`src/rtl/bubsysrom_sram_busctrl.sv`:
```
// -----------------------------------------------------------------------------
// bubsysrom_sram_busctrl
//
// The only block that drives the board SRAM's address, data and strobes. It
// turns a level-held CPU chip-select access into a single-cycle SRAM RD or WR
// strobe, captures the SRAM read data and returns a DTACK-style acknowledge.
// A clear engine sweeps every SRAM location to CLR_VAL on request and keeps
// the CPU stalled while it runs.
//
// Ports
//   i_MCLK        master clock, all logic on the rising edge
//   i_RST         synchronous active-high reset
//   i_CPU_CS      access request, held high until o_CPU_ACK is seen
//   i_CPU_RW      1 = read, 0 = write (sampled with CS)
//   i_CPU_ADDR    access address
//   i_CPU_DIN     write data
//   o_CPU_DOUT    registered read data, valid while o_CPU_ACK after a read
//   o_CPU_ACK     access acknowledge
//   i_CLR_REQ     single-cycle clear request
//   o_CLR_BUSY    high while the clear sweep runs
//   o_SRAM_ADDR   SRAM address
//   o_SRAM_DIN    SRAM write data
//   i_SRAM_DOUT   SRAM read data (one cycle after o_SRAM_RD)
//   o_SRAM_RD     SRAM read strobe
//   o_SRAM_WR     SRAM write strobe
// -----------------------------------------------------------------------------
module bubsysrom_sram_busctrl #(
  parameter int              AW      = 10,
  parameter int              DW      = 8,
  parameter logic [DW-1:0]   CLR_VAL = {DW{1'b0}}
) (
  input  logic          i_MCLK,
  input  logic          i_RST,
  input  logic          i_CPU_CS,
  input  logic          i_CPU_RW,
  input  logic [AW-1:0] i_CPU_ADDR,
  input  logic [DW-1:0] i_CPU_DIN,
  output logic [DW-1:0] o_CPU_DOUT,
  output logic          o_CPU_ACK,
  input  logic          i_CLR_REQ,
  output logic          o_CLR_BUSY,
  output logic [AW-1:0] o_SRAM_ADDR,
  output logic [DW-1:0] o_SRAM_DIN,
  input  logic [DW-1:0] i_SRAM_DOUT,
  output logic          o_SRAM_RD,
  output logic          o_SRAM_WR
);

  typedef enum logic [2:0] {
    ST_IDLE,
    ST_RD,
    ST_RDLAT,
    ST_WR,
    ST_ACK,
    ST_CLEAR
  } state_t;

  localparam logic [AW-1:0] CLR_LAST = {AW{1'b1}};

  state_t        state_reg,     state_next;
  logic          clr_pend_reg,  clr_pend_next;
  logic [AW-1:0] clr_cnt_reg,   clr_cnt_next;
  logic [AW-1:0] sram_addr_reg, sram_addr_next;
  logic [DW-1:0] sram_din_reg,  sram_din_next;
  logic          sram_rd_reg,   sram_rd_next;
  logic          sram_wr_reg,   sram_wr_next;
  logic [DW-1:0] cpu_dout_reg,  cpu_dout_next;
  logic          cpu_ack_reg,   cpu_ack_next;
  logic          clr_busy_reg,  clr_busy_next;

  // Every output is a register loaded from the next-state decode, so a strobe
  // is visible for exactly the cycle the FSM spends in the matching state.
  // The SRAM address/data registers also serve as the latched access fields.
  always_ff @(posedge i_MCLK) begin
    if (i_RST) begin
      state_reg     <= ST_IDLE;
      clr_pend_reg  <= 1'b0;
      clr_cnt_reg   <= '0;
      sram_addr_reg <= '0;
      sram_din_reg  <= '0;
      sram_rd_reg   <= 1'b0;
      sram_wr_reg   <= 1'b0;
      cpu_dout_reg  <= '0;
      cpu_ack_reg   <= 1'b0;
      clr_busy_reg  <= 1'b0;
    end else begin
      state_reg     <= state_next;
      clr_pend_reg  <= clr_pend_next;
      clr_cnt_reg   <= clr_cnt_next;
      sram_addr_reg <= sram_addr_next;
      sram_din_reg  <= sram_din_next;
      sram_rd_reg   <= sram_rd_next;
      sram_wr_reg   <= sram_wr_next;
      cpu_dout_reg  <= cpu_dout_next;
      cpu_ack_reg   <= cpu_ack_next;
      clr_busy_reg  <= clr_busy_next;
    end
  end

  always_comb begin
    state_next     = state_reg;
    // Requests arriving while the sweep runs are dropped, so a sweep never
    // restarts itself.
    clr_pend_next  = clr_pend_reg | (i_CLR_REQ && (state_reg != ST_CLEAR));
    clr_cnt_next   = clr_cnt_reg;
    sram_addr_next = sram_addr_reg;
    sram_din_next  = sram_din_reg;
    sram_rd_next   = 1'b0;
    sram_wr_next   = 1'b0;
    cpu_dout_next  = cpu_dout_reg;
    cpu_ack_next   = 1'b0;
    clr_busy_next  = 1'b0;

    case (state_reg)
      ST_IDLE: begin
        // Only the registered pending flag is checked here: a request that
        // coincides with CS lets the CPU access go first.
        if (clr_pend_reg) begin
          state_next     = ST_CLEAR;
          clr_pend_next  = 1'b0;
          clr_cnt_next   = '0;
          sram_addr_next = '0;
          sram_din_next  = CLR_VAL;
          sram_wr_next   = 1'b1;
          clr_busy_next  = 1'b1;
        end else if (i_CPU_CS) begin
          sram_addr_next = i_CPU_ADDR;
          if (i_CPU_RW) begin
            state_next   = ST_RD;
            sram_rd_next = 1'b1;
          end else begin
            state_next    = ST_WR;
            sram_din_next = i_CPU_DIN;
            sram_wr_next  = 1'b1;
          end
        end
      end

      ST_RD: begin
        state_next = ST_RDLAT;
      end

      ST_RDLAT: begin
        // SRAM data for the strobe issued in ST_RD is valid this cycle.
        cpu_dout_next = i_SRAM_DOUT;
        state_next    = ST_ACK;
      end

      ST_WR: begin
        state_next = ST_ACK;
      end

      ST_ACK: begin
        // Ack is held as long as CS is; the first low sample both drops ack
        // and returns to IDLE, so back-to-back accesses need a CS gap.
        if (i_CPU_CS) begin
          cpu_ack_next = 1'b1;
        end else begin
          state_next = ST_IDLE;
        end
      end

      ST_CLEAR: begin
        if (clr_cnt_reg == CLR_LAST) begin
          state_next   = ST_IDLE;
          clr_cnt_next = '0;
        end else begin
          clr_cnt_next   = clr_cnt_reg + AW'(1);
          sram_addr_next = clr_cnt_reg + AW'(1);
          sram_wr_next   = 1'b1;
          clr_busy_next  = 1'b1;
        end
      end

      default: begin
        state_next = ST_IDLE;
      end
    endcase
  end

  assign o_CPU_DOUT  = cpu_dout_reg;
  assign o_CPU_ACK   = cpu_ack_reg;
  assign o_CLR_BUSY  = clr_busy_reg;
  assign o_SRAM_ADDR = sram_addr_reg;
  assign o_SRAM_DIN  = sram_din_reg;
  assign o_SRAM_RD   = sram_rd_reg;
  assign o_SRAM_WR   = sram_wr_reg;

endmodule

```
`config.mk`:
```
export PLATFORM = sky130hd
export DESIGN_NAME = bubsysrom_sram_busctrl
export DESIGN_NICKNAME = d
export VERILOG_FILES = /design/src/rtl/bubsysrom_sram_busctrl.sv
export SDC_FILE = /design/constraint.sdc
export NUM_CORES = 1
export LEC_CHECK = 0
export BUFFER_PORTS_ARGS = -buffer_cell sky130_fd_sc_hd__clkbuf_2
export CORE_ASPECT_RATIO = 1.2
export CORE_MARGIN = 2
export CORE_UTILIZATION = 45
export CTS_CLUSTER_DIAMETER = 120
export DETAILED_ROUTE_END_ITERATION = 8
export HOLD_SLACK_MARGIN = 0.05
export PLACE_DENSITY = 0.68
export SLEW_MARGIN = 30
export SYNTH_ARGS = -nofsm -noshare
export SYNTH_HDL_FRONTEND = slang
export SYNTH_SLANG_ARGS = --single-unit
```
`constraint.sdc`:
```
create_clock -name i_MCLK -period 3.5 [get_ports i_MCLK]
set_input_delay 0.7 -clock i_MCLK [delete_from_list [all_inputs] [get_ports i_MCLK]]
set_output_delay 0.7 -clock i_MCLK [all_outputs]
set_load 0.03 [all_outputs]
```
==> results of run 1 <==
## area by class of cell
type / count / area [um2] / area share
Inverter: 3 / 11.3 / 0.00472
Tap cell: 56 / 70.1 / 0.0294
Timing Repair Buffer: 60 / 300 / 0.126
Sequential cell: 44 / 881 / 0.369
Clock buffer: 6 / 72.6 / 0.0304
Multi-Input combinational cell: 177 / 1020 / 0.426
Clock inverter: 2 / 35.0 / 0.0147
## logic make-up (layout without fill, tap and decap cells)
kind of cell,Yosys count,count (layout)
AOI/OAI and AO/OA,59,59
xor gates and xnor gates,7,7
buffers and inverters,19,71
and+or+nand+nor,110,110
DFF,44,44
adders and majority gates,1,1
## per-layer routing
layer / share of wire / GRT usage / up-vias
met4: 0.015 / 0.0723 / 0
met3: 0.050 / 0.0425 / 7
met5: 0 / 0 / -
met1: 0.42 / 0.212 / 851
li1: - / - / 949
met2: 0.52 / 0.337 / 58
## Yosys cell counts, drive strengths merged (2+ instances only)
| cell type | n | area share |
|---|---|---|
| dfxtp | 44 | 0.44 |
| nand2 | 35 | 0.066 |
| nor3 | 11 | 0.033 |
| or3 | 4 | 0.016 |
| a21oi | 34 | 0.087 |
| clkbuf | 10 | 0.019 |
| a31oi | 3 | 0.0094 |
| and3 | 2 | 0.0063 |
| inv | 3 | 0.0056 |
| buf | 6 | 0.024 |
| or4 | 2 | 0.0075 |
| and2 | 2 | 0.0063 |
| nor2 | 29 | 0.055 |
| xor2 | 6 | 0.026 |
| a221oi | 2 | 0.0088 |
| nor4 | 3 | 0.0094 |
| a311oi | 2 | 0.012 |
| nand4 | 10 | 0.031 |
| a211oi | 7 | 0.034 |
| nand3b | 3 | 0.011 |
| o21ai | 6 | 0.015 |
| nand3 | 4 | 0.016 |
## power by group through the flow
stage | sequential, mW | combinational, mW | clock, mW
2_1_floorplan | 0.749 | 0.306 | 0
3_3_place_gp | 0.642 | 0.516 | 0
3_5_place_dp | 0.644 | 0.521 | 0
4_1_cts | 0.632 | 0.522 | 0.388
5_1_grt | 0.641 | 0.570 | 0.403
6_report | 0.632 | 0.518 | 0.377
## final timing paths
check / slack, ns / end / start
worst min-delay path: 0.45 / o_SRAM_DIN[2] / o_SRAM_DIN[2]
worst max register to register: 1.39 / o_SRAM_ADDR[8] / state_reg[0]
worst max-delay path: 1.39 / o_SRAM_ADDR[8] / state_reg[0]
worst min register to register: 0.45 / o_SRAM_DIN[2] / o_SRAM_DIN[2]
## critical path: cells and delay by family (launching register included)
kind | cells | cell delay, ns
AO/OA/AOI/OAI | 3 | 1.01
flip-flops | 1 | 0.49
AND/OR/NAND/NOR | 2 | 0.51
## metrics by stage
stage                     hold slack (ns)  setup WS (ns)
final                               0.455           1.39
after global routing                0.473           1.18
after CTS                           0.457           1.38
after detailed placement            0.446           1.33
after global placement              0.441           1.33
after floorplan                     0.474           1.74
==> impl_summary.log, run 1 <==
INFO  metric worst_setup_path_start_kind = register
INFO  metric skew = 0.00564 ns
INFO  metric combPwrFrac = 0.339
INFO  metric clockBufferDepth = 2
INFO  metric layout.cells.non_filler = 348
INFO  metric ys_dominant_reg_cell = dfxtp_1
INFO  metric hold_path_class = register to register
INFO  metric arrival = 2.30 ns
INFO  metric globalRoute.totalOverflow = 0
INFO  metric drt_iter0_drc = 86
INFO  metric crit_path_cell_trace = and3b_2 -> o31ai_4 -> a21oi_2 -> nor2_1 -> a311oi_2
INFO  metric avgRoutedWirePerCell = 13.3 um
INFO  metric path_clk_slew = 0.08 ns
INFO  metric netSwitchingPower = 0.571 mW
INFO  metric path_max_fanout = 13
INFO  metric tritoncts = yes
INFO  metric insertedDiodeCount = 0
INFO  metric max_slew.worst_pin.slew = 0.897 ns
INFO  metric fin_area = 2390 um2
INFO  metric detail_route.drc_violations = 0
INFO  metric timing.critical_path.slowest_cell_delay = 0.55 ns
INFO  metric largest_net_degree_at_the_start_of_global_routing = 44
INFO  metric timing.critical_path.slowest_stage_cell = a21oi_2
INFO  metric placedInstanceArea = 2280 um2
INFO  metric worst_ir_drop_vdd = 0.451 mV
INFO  metric ioPinCount = 61
INFO  metric post_synth_instance_area = 2000 um2
INFO  metric cts_repair_resize_count = 0
INFO  metric kind_of_capture_point_of_the_worst_setup_path = register
INFO  metric holdPathStages = 2
INFO  metric postSynthRegisterBits = 44
INFO  metric cts_hold_repair.buffers = 0
INFO  metric route.vias.total = 1865
INFO  metric power.density_cell_area = 640 nW/um2
INFO  metric numCtsBuffers = 5
INFO  metric setup_tns_final = 0 ns
INFO  metric synth.distinct_cells = 44
INFO  metric min_period = 2.11 ns
INFO  metric netSwitchingFraction = 0.374
INFO  metric floorplan.initialDensity = 0.468
INFO  metric post_cts.repair.setup_buffers = 0
INFO  metric row_count = 26
INFO  metric run_status = finished, final reports clean
INFO  metric multiplexer_share_of_the_synthesized_area = 0
INFO  metric critical_path_required = 3.69 ns
INFO  metric synth_simple_gate_area_share = 0.276
INFO  metric fmax = 475 MHz
INFO  metric first_global_vias = 1697
INFO  metric synth_sequential_area_ratio = 0.441
INFO  metric post-route-period-util = 0.602
INFO  metric dp_hpwl = 3370 um
INFO  metric global_route_wire_length_before_repair = 7490 um
INFO  metric floorplan.die_area = 4990 um2
INFO  metric postLayoutCoreUtil = 0.560
INFO  metric final_nets = 323
INFO  metric synth_enable_flop_cells = 0
INFO  metric finalWeightedCongestion = 0.865
INFO  metric number_of_endpoints_with_negative_hold_slack_in_the_final_report = 0
INFO  metric combinational_family_with_the_most_area_after_synthesis = simple AND/OR/NAND/NOR gates
INFO  metric dpl.cell_count = 340
INFO  metric synth-compound-area-share = 0.196
INFO  metric clockPowerShare = 0.247
INFO  metric placement.io_buffers = 60
INFO  metric remaining_number_of_nets_flagged_by_the_antenna_check_after_routing = 0
INFO  metric route.detailed.vias_per_inst = 5.36
INFO  metric layout_commonest_cell = clkbuf_2
INFO  metric share_seq_of_total_power = 0.414
INFO  metric floorplan.die.width = 64.8 um
INFO  metric area_delta_synth_final = 19.6%
INFO  metric synth.net_count = 272
INFO  metric cts.htree.levels = 2
INFO  metric final_max_slew_viol_count = 0
INFO  metric layout-drive-gt1-share = 0.284
INFO  metric detail_route.first_pass.iterations = 4
INFO  metric synth_area_per_cell = 8.32 um2
INFO  metric yosys.area_share.adder = 0.00627
INFO  metric max_slew_margin = 0.402
INFO  metric cts_num_sinks = 44
INFO  metric die_height = 77.0 um
INFO  metric filler_cell_count = 402
INFO  metric setup_viol_count_final = 0
INFO  metric root_buffer = clkbuf_8
INFO  metric layout_common_cells = 60 x clkbuf_2, 44 x dfxtp_1, 35 x nand2_1
INFO  metric report.power.total = 1.53 mW
INFO  metric core_area = 4260 um2
INFO  metric clk-insertion-delay-late = 0.29 ns
INFO  metric ys.warnings.count = 0
INFO  metric critical_path_class = register to register
INFO  metric grt_util_all_layers = 0.188
INFO  metric max_cap_violations = 0
INFO  metric ff2ff_path_depth = 5
INFO  metric instance_count_of_the_mapped_netlist = 240
INFO  metric grt_setup_unrepaired = false
INFO  metric power_leakage = 0.969 nW
INFO  metric async_reset_ff_frac = 0
INFO  metric synthXorXnorAreaFrac = 0.0307
INFO  metric detail_route.wirelength = 4620 um
INFO  metric antenna_found_initial = 0
INFO  metric internal_power = 0.956 mW
Power figures use the tool's default switching activity.
==> run 2: changes to the inputs <==
--- a/config.mk
+++ b/config.mk
@@ -12,7 +12,7 @@
 export CTS_CLUSTER_DIAMETER = 120
 export DETAILED_ROUTE_END_ITERATION = 8
 export HOLD_SLACK_MARGIN = 0.05
-export PLACE_DENSITY = 0.68
+export PLACE_DENSITY = 0.71
 export SLEW_MARGIN = 30
 export SYNTH_ARGS = -nofsm -noshare
 export SYNTH_HDL_FRONTEND = slang
==> constraint.sdc (replaced) <==
create_clock -name i_MCLK -period 1.9 [get_ports i_MCLK]
set_input_delay 0.38 -clock i_MCLK [delete_from_list [all_inputs] [get_ports i_MCLK]]
set_output_delay 0.38 -clock i_MCLK [all_outputs]
set_load 0.03 [all_outputs]
==> run 2 against run 1 <==
  * Largest cell class unchanged
  * Sequential power grew 82%
  * Utilization grew 2.3 points
  * Clock-buffer cell count is the same
  * Routed wire length shrank 1.7%
  * Combinational power grew 99%
==> impl_summary.log, run 2 (synthesis results as in run 1) <==
INFO  metric grt_util_all_layers = 0.192
INFO  metric cts_hold_repair.buffers = 0
INFO  metric number_of_endpoints_with_negative_hold_slack_in_the_final_report = 0
INFO  metric kind_of_capture_point_of_the_worst_setup_path = register
INFO  metric path_max_fanout = 7
INFO  metric power_leakage = 1.03 nW
INFO  metric floorplan.initialDensity = 0.468
INFO  metric tritoncts = yes
INFO  metric core_area = 4260 um2
INFO  metric final_nets = 335
INFO  metric min_period = 1.70 ns
INFO  metric setup_viol_count_final = 0
INFO  metric layout_common_cells = 60 x clkbuf_2, 42 x dfxtp_1, 35 x nand2_1
INFO  metric route.vias.total = 1919
INFO  metric placement.io_buffers = 60
INFO  metric max_slew.worst_pin.slew = 0.657 ns
INFO  metric fmax = 587 MHz
INFO  metric finalWeightedCongestion = 0.900
INFO  metric detail_route.drc_violations = 0
INFO  metric ioPinCount = 61
INFO  metric skew = 0.00386 ns
INFO  metric worst_ir_drop_vdd = 0.917 mV
INFO  metric timing.final.ws_setup = 0.197 ns
INFO  metric critical_path_required = 2.09 ns
INFO  metric detail_route.first_pass.iterations = 4
INFO  metric power.density_cell_area = 1120 nW/um2
INFO  metric post-route-period-util = 0.896
INFO  metric drt_iter0_drc = 86
INFO  metric largest_net_degree_at_the_start_of_global_routing = 24
INFO  metric globalRoute.totalOverflow = 0
INFO  metric remaining_number_of_nets_flagged_by_the_antenna_check_after_routing = 0
INFO  metric critical_path.n_buffers_inverters = 0
INFO  metric setup_tns_final = 0 ns
INFO  metric global_route_wire_length_before_repair = 7660 um
INFO  metric clk-insertion-delay-late = 0.29 ns
INFO  metric die_height = 77.0 um
INFO  metric fin_area = 2490 um2
INFO  metric max_cap_violations = 0
INFO  metric antenna_found_initial = 0
INFO  metric clockBufferDepth = 2
INFO  metric run_status = finished, final reports clean
INFO  metric max_slew_margin = 0.559
INFO  metric timing.critical_path.slowest_cell_delay = 0.45 ns
INFO  metric worst_setup_path_start_kind = register
INFO  metric dp_hpwl = 3390 um
INFO  metric avgRoutedWirePerCell = 12.6 um
INFO  metric grt_setup_unrepaired = false
INFO  metric final_max_slew_viol_count = 0
INFO  metric placedInstanceArea = 2380 um2
INFO  metric cts.htree.levels = 2
INFO  metric first_global_vias = 1699
INFO  metric numCtsBuffers = 5
INFO  metric floorplan.die.width = 64.8 um
INFO  metric timing.critical_path.slowest_stage_cell = o31ai_4
INFO  metric hold_path_class = input port to register
INFO  metric layout-drive-gt1-share = 0.326
INFO  metric floorplan.die_area = 4990 um2
INFO  metric arrival = 1.89 ns
INFO  metric cts_num_sinks = 44
INFO  metric root_buffer = clkbuf_8
INFO  metric detail_route.wirelength = 4550 um
INFO  metric route.detailed.vias_per_inst = 5.33
INFO  metric worst_setup_slack_post_dpl = 0.128 ns
INFO  metric path_clk_slew = 0.08 ns
INFO  metric insertedDiodeCount = 0
INFO  metric area_delta_synth_final = 24.6%
INFO  metric critical_path_class = register to register
INFO  metric layout_commonest_cell = clkbuf_2
INFO  metric crit_family = compound AO/OA/AOI/OAI gates
INFO  metric row_count = 26
INFO  metric final.hold.worst_slack = 0.300 ns
INFO  metric crit_path_cell_trace = nand4_1 -> o31ai_4 -> and2b_2 -> o21ai_0 -> a21oi_1
## run 2: metal layers
| layer | up-vias | GRT usage | wire length (um) |
|---|---|---|---|
| li1 | 977 | - | - |
| met1 | 883 | 0.233 | 2010 |
| met2 | 48 | 0.324 | 2240 |
| met3 | 11 | 0.0425 | 195 |
| met4 | 0 | 0.0809 | 106 |
| met5 | - | 0 | 0 |
## run 2: timing repair
item,in CTS,in global routing
gates resized for setup,0,4
setup buffers,0,0
endpoints found under the setup margin,0,6
## run 2: layout make-up
type / count / area, um2
clock buffers: 6 / 82.6
clock inverters: 2 / 10.0
fillers: 401 / 1770
inverters: 3 / 11.3
multi-input cells: 177 / 1030
flip-flops and latches: 44 / 883
well taps: 56 / 70.1
repair buffers: 72 / 403
## run 2: path summary, 6_finish.rpt
kind | from | end | slack [ns] | depth (start not counted)
setup reg to reg | clr_cnt_reg[7] | clr_cnt_reg[3] | 0.20 | 5
setup / recovery | clr_cnt_reg[7] | clr_cnt_reg[3] | 0.20 | 5
hold reg to reg | o_SRAM_DIN[0] | o_SRAM_DIN[0] | 0.45 | 2
hold / removal | i_SRAM_DOUT[5] | o_CPU_DOUT[5] | 0.30 | 3
## run 2: worst reg2reg max path, delay by kind of cell (launching register included)
| kind | cells | cell delay (ns) |
|---|---|---|
| AOI/OAI and AO/OA | 3 | 0.68 |
| and+or+nand+nor | 2 | 0.49 |
| DFF | 1 | 0.43 |
## run 2: per-stage QoR
| step | utilization | power [mW] | cells |
|---|---|---|---|
| floorplan | - | 1.94 | 240 |
| global placement | 0.559 | 2.18 | 352 |
| detailed placement | 0.559 | 2.19 | 352 |
| CTS | 0.581 | 2.79 | 360 |
| global route | 0.584 | 2.95 | 360 |
| finish | 0.584 | 2.78 | 360 |
## run 2: report_power, final
part	internal, mW	switching [mW]	total (mW)
clock network	0.290	0.307	0.597
logic	0.360	0.672	1.03
registers	1.06	0.0878	1.15
total	1.71	1.07	2.78
